### src/rtl/pipe_stage_buf.sv
// Valid/ready pipeline stage with stall counter and synchronous flush.
// Define PIPE_STAGE_BUF_SKID_EN for the registered-ready skid variant.
module pipe_stage_buf #(
  parameter int WIDTH = 32,
  parameter int CNT_W = 16
) (
  input  logic             clk,
  input  logic             rstn,
  input  logic             in_valid,
  output logic             in_ready,
  input  logic [WIDTH-1:0] in_data,
  output logic             out_valid,
  input  logic             out_ready,
  output logic [WIDTH-1:0] out_data,
  input  logic             flush,
  output logic [CNT_W-1:0] stall_cnt
);

  typedef enum logic [1:0] {
    EMPTY,
    ONE,
    TWO
  } state_t;

  state_t state;
  logic   in_xfer;
  logic   out_xfer;

  assign in_xfer  = in_valid && in_ready;
  assign out_xfer = out_valid && out_ready;

  always_ff @(posedge clk or negedge rstn) begin
    if (!rstn) begin
      stall_cnt <= '0;
    end else if (out_valid && !out_ready
                 && stall_cnt != '1) begin
      stall_cnt <= stall_cnt + CNT_W'(1);
    end
  end

`ifdef PIPE_STAGE_BUF_SKID_EN

  logic [WIDTH-1:0] skid;

  // in_ready tracks "next state is not TWO"
  always_ff @(posedge clk or negedge rstn) begin
    if (!rstn) begin
      state     <= EMPTY;
      out_valid <= 1'b0;
      in_ready  <= 1'b0;
      out_data  <= '0;
      skid      <= '0;
    end else if (flush) begin
      state     <= EMPTY;
      out_valid <= 1'b0;
      in_ready  <= 1'b1;
    end else begin
      in_ready <= 1'b1;
      unique case (state)
        EMPTY: begin
          if (in_xfer) begin
            state     <= ONE;
            out_valid <= 1'b1;
            out_data  <= in_data;
          end
        end
        ONE: begin
          if (in_xfer && out_xfer) begin
            out_data <= in_data;
          end else if (in_xfer) begin
            state    <= TWO;
            skid     <= in_data;
            in_ready <= 1'b0;
          end else if (out_xfer) begin
            state     <= EMPTY;
            out_valid <= 1'b0;
          end
        end
        TWO: begin
          if (out_xfer) begin
            state    <= ONE;
            out_data <= skid;
          end else begin
            in_ready <= 1'b0;
          end
        end
        default: begin
          state     <= EMPTY;
          out_valid <= 1'b0;
        end
      endcase
    end
  end

`else

  // live keeps in_ready low until the first edge after reset
  logic live;

  assign in_ready = live && (!out_valid || out_ready);

  always_ff @(posedge clk or negedge rstn) begin
    if (!rstn) begin
      state     <= EMPTY;
      out_valid <= 1'b0;
      out_data  <= '0;
      live      <= 1'b0;
    end else begin
      live <= 1'b1;
      if (flush) begin
        state     <= EMPTY;
        out_valid <= 1'b0;
      end else begin
        unique case (state)
          EMPTY: begin
            if (in_xfer) begin
              state     <= ONE;
              out_valid <= 1'b1;
              out_data  <= in_data;
            end
          end
          ONE: begin
            if (in_xfer) begin
              out_data <= in_data;
            end else if (out_xfer) begin
              state     <= EMPTY;
              out_valid <= 1'b0;
            end
          end
          default: begin
            state     <= EMPTY;
            out_valid <= 1'b0;
          end
        endcase
      end
    end
  end

`endif

endmodule
### config.mk
export PLATFORM = sky130hd
export DESIGN_NAME = pipe_stage_buf
export DESIGN_NICKNAME = d
export VERILOG_FILES = /design/src/rtl/pipe_stage_buf.sv
export SDC_FILE = /design/constraint.sdc
export NUM_CORES = 1
export LEC_CHECK = 0
export ABC_AREA = 1
export CAP_MARGIN = 20
export CORE_ASPECT_RATIO = 0.6
export CORE_MARGIN = 3
export CORE_UTILIZATION = 46
export CTS_BUF_LIST = sky130_fd_sc_hd__clkbuf_4 sky130_fd_sc_hd__clkbuf_8
export DETAILED_ROUTE_END_ITERATION = 7
export PLACE_DENSITY = 0.93
export SLEW_MARGIN = 20
export SYNTH_ARGS = -nofsm -noshare
export SYNTH_HDL_FRONTEND = slang
export SYNTH_SLANG_ARGS = --single-unit
### constraint.sdc
create_clock -name clk -period 2.1 [get_ports clk]
set_input_delay 0.42 -clock clk [delete_from_list [all_inputs] [get_ports clk]]
set_output_delay 0.42 -clock clk [all_outputs]
set_load 0.01 [all_outputs]
* Word-level counts from Yosys, hierarchy flattened
Index checks and enable logic that the tools add are counted.
** Storage, ports and cells
- Register bits after elaboration :: 52
- Input bits :: 37
- Output and inout port bits :: 50
- Word-level logic and storage cells :: 34
** Operators by class
- Add/sub/neg operators :: 1
- Eq/ne operators :: 5
- Mux-type cells :: 10
- Bitwise logic cells :: 1
- Reductions and logical operators :: 12
** Operators by type and width (count)
- adder 16 x 1 -> 16 bit, second input constant :: 1
- inequality test 16 bit, second input constant :: 1
- inequality test 3 bit, second input constant :: 3
- 2-to-1 mux 2 bit :: 4
- AND reduction 3 bit :: 2
- logical AND 1 bit :: 5
- 2-to-1 mux 1 bit :: 4
- case mux 2 bit (2 select lines) :: 1
- equality test 2 x 1 -> 1 bit, second input constant :: 1
- logical NOT 1 bit :: 2
- logical NOT 2 bit :: 1
- case mux 1 bit (2 select lines) :: 1
- OR reduction 2 bit :: 1
- logical OR 1 bit :: 1
- inverter 1 bit :: 1

* Longest topological paths before layout
- Word-level depth :: 7
- Depth in mapped cells :: 9
- Mapped depth without buffers :: 9

* Worst setup path before layout
OpenSTA, ideal clock, no wires.
- Kind :: flip-flop to flip-flop
- Start :: register stall_cnt[0]
- End :: register stall_cnt[11]
- Arrival :: 1398 ps
- Required time :: 1982 ps
- Setup slack :: 585 ps
- Cell stages (with the launch flop) :: 10
- Buffers on the path :: 1
- Clock period less this slack :: 1515 ps
- Path through :: dfrtp_1 ha_1 nand2_1 nor2_2 nand3_2 nand2_4 nand2_4 buf_6 nand2_1 o21ai_2
** Between the ends
- Longest elaborated chain between the ends :: 2
** RTL lines
- start, declared :: line 16 : output logic [CNT_W-1:0] stall_cnt
- start signal, assigned :: line 37 : stall_cnt <= stall_cnt + CNT_W'(1);
- branches (longest 2 deep; another with adder 16 x 1 -> 16 bit)
Parallel ways; which one is timed is not known.
A chain may end at the register's enable or synchronous reset.

* Worst setup path in the final report
- Start :: input port out_ready
- End :: output port in_ready
** Between the ends
- Longest elaborated chain between the ends :: 2
** RTL lines
- start, declared :: line 13 : input logic out_ready,
- logical OR 1 bit :: line 100 : assign in_ready = live && (!out_valid || out_ready);
- logical AND 1 bit :: line 100
- end, declared :: line 10 : output logic in_ready,
No other way between the ends.

==> impl_metrics.ini <==
[worst_setup_path]
cell_family_with_most_cp_delay = buffers and inverters
critical_path.n_buffers_inverters = 2
worstPathRequired_ns = 1.68
timing_worst_setup_path_type = input pin to primary output
critical_path.reg2reg.startpoint = stall_cnt[0]$_DFFE_PN0P_
worst_setup_path_end_kind = primary output
cell_mode_on_critical_path = clkdlybuf4s50_1
cp.arrival_ns = 1.63
path_cells = clkdlybuf4s50_1 > nor2_4 > nor2_2 > clkdlybuf4s50_1
critPathMaxFanout = 2
worst_r2r_path_depth = 8
cp-start-kind = input pin
critical_path.reg2reg.endpoint = stall_cnt[11]$_DFFE_PN0P_
slowest_stage = clkdlybuf4s50_1
worst_path_largest_cell_delay_ns = 0.54
regToRegSetupSlack_ns = 0.40

[grt]
initial_antenna_violation_count = 0
grt_max_degree = 66
globalRouteTotalUtil = 0.191
wire_length_of_the_first_global_routing_pass_um = 8830
gr-total-overflow = 0
grt_pass1_vias = 1881

[clock_network]
cts-htree-levels = 2
post_cts_resize_count = 0
clock_latency_on_the_worst_skew_pair_ns = 0.31
clk_transition_reported_paths_ns = 0.10
cts_max_path_buffers = 2
clock_sinks = 50
holdBufCountCts = 0
cts_inserted_buffers = 5
tritoncts = built
root_buffer = clkbuf_8
cts.repair_timing.setup_buffer_count = 0

[synthesis]
synth-seq-area-share = 0.531
synth_top_area_cell = dfrtp_1
yosys.area.top_type_share = 0.531
synth.cell_area_um2 = 2360
ys_warn_count = 0
post_synth_num_cell_types = 22
post_syn_instances = 285
yosys_register_bits = 50
postSynth.topFlopCell = dfrtp_1
synth_top_cells_by_area = dfrtp_1, nand2_1, inv_1
synthesis.area_per_instance_um2 = 8.28
net_count_after_synthesis = 323
synth-edff-count = 0
async_set_or_reset_flop_fraction_in_the_synthesized_netlist = 1.00

[place]
detailed_place.area_um2 = 3270
dp_hpwl_um = 4360
io_buffers = 86
gpl_congestion = 0.867

[timing]
rsz0062_at_grt = no
max_clock_freq_mhz = 489
worst-slew-pin-transition_ns = 0.620
timing.final.crit_period_ns = 2.05
fin_crit_sh = 0.974
tns_ns = 0
finalHoldWorstSlack_ns = 0.204
maxSlewHeadroom = 0.587
maxSlewViolCount = 0
final_hold_vio_count = 0
setup_viol = 0
finalClockSkew_ns = 0.00565

[cells_and_area]
num-nets-final = 410
fin_util = 0.708
design_area_um2 = 3370
final.fill_count = 380
most_frequent_cells_in_the_layout = nand2_1, clkdlybuf4s50_1, dfrtp_1, inv_1, o21ai_0
syn2layout_area_growth_pct = 42.8
drive_above_1_share = 0.0751
antenna-diode-count = 0
layout.cells.most_common = nand2_1

[power_and_ir_drop]
p_leak_nw = 1.60
p_total_mw = 2.83
ir_drop_uv = 574
p_per_area_nw_per_um2 = 841

[detailed_routing]
drt-vias-per-instance = 4.87
wirelength_um = 5730
post_drt_wl_per_cell_um = 13.1
drtAntennaViolNets = 0
drt_pass1_iterations = 4
drt_first_iter_violations = 119
drc = 0
dr_total_vias = 2123

[flow_run]
drv.max_cap_violation_count = 0

[outcome]
status = finished clean

[die]
floorplan.die_area_um2 = 6050
rows = 19
starting_density_of_the_core = 0.496
ioPinCount = 87
core_um2 = 4750
die_height_um = 61.5
die_w_um = 98.4

[worst_hold_path]
hold_path.class = input pin to async pin
==> routing by layer <==
metal,part of all wire,GRT usage
met1,0.45,0.249
met3,0.061,0.0452
met5,0,0
met2,0.47,0.310
met4,0.025,0.0914
==> registers in the layout, summed over array words and instances, names as in the netlist <==
register,cells
live,1
out_data,32
stall_cnt,16
out_valid,1
==> worst max-delay path by stage <==
stage	from	endpoint	slack (ns)	depth (start not counted)
floorplan	stall_cnt[0]$_DFFE_PN0P_	stall_cnt[11]$_DFFE_PN0P_	0.58	9
global placement	out_ready	in_ready	0.05	4
detailed placement	out_ready	in_ready	0.05	4
CTS	out_ready	in_ready	0.05	4
global route	out_ready	in_ready	0.01	4
finish	out_ready	in_ready	0.05	4
==> cell usage after synthesis, types with 2 or more instances <==
cell type,n
nand2_1,86
nand2_4,2
o21ai_1,7
nor2_1,15
buf_2,5
buf_6,2
nor2_2,3
nand4_1,4
o21ai_0,28
xor2_1,8
o21ai_2,6
inv_1,46
dfrtp_1,50
nand3_1,15
==> metrics by stage <==
stage	cells	setup slack, ns
2_1_floorplan	285	0.585
3_3_place_gp	428	0.0531
3_5_place_dp	428	0.0487
4_1_cts	436	0.0455
5_1_grt	436	0.0102
6_report	436	0.0549
==> power by group <==
group          switching (mW)  total (mW)  internal [mW]
logic                   0.411       0.927          0.516
clock network           0.347       0.586          0.239
registers               0.173        1.32           1.15
total                   0.931        2.83           1.90
==> worst reg2reg max path, delay by kind of cell, from the launching register on <==
kind	cells	cell delay, ns
flip-flops	1	0.48
adder cells (fa/ha/maj)	1	0.24
AO/OA/AOI/OAI	1	0.06
AND/OR/NAND/NOR	6	0.81
==> cell type report <==
cell class	count	area [um^2]	area share
Inverter	47	176	0.0524
Clock inverter	3	23.8	0.00706
Sequential cell	50	1250	0.372
Clock buffer	5	68.8	0.0204
Tap cell	63	78.8	0.0234
Timing Repair Buffer	89	891	0.265
Multi-Input combinational cell	179	877	0.260
==> cells by family (layout without fill, tap and decap cells) <==
kind of cell    Yosys count  count (layout)  synth area share
simple gates            127             127             0.230
compound gates           42              42             0.103
xor+xnor                  8               8            0.0297
buf+inv                  56             144            0.0997
fa+ha+maj                 1               1           0.00530
flops                    50              50             0.531
other cells               1               1           0.00159
Note: power is estimated with default switching activity, not from simulation.
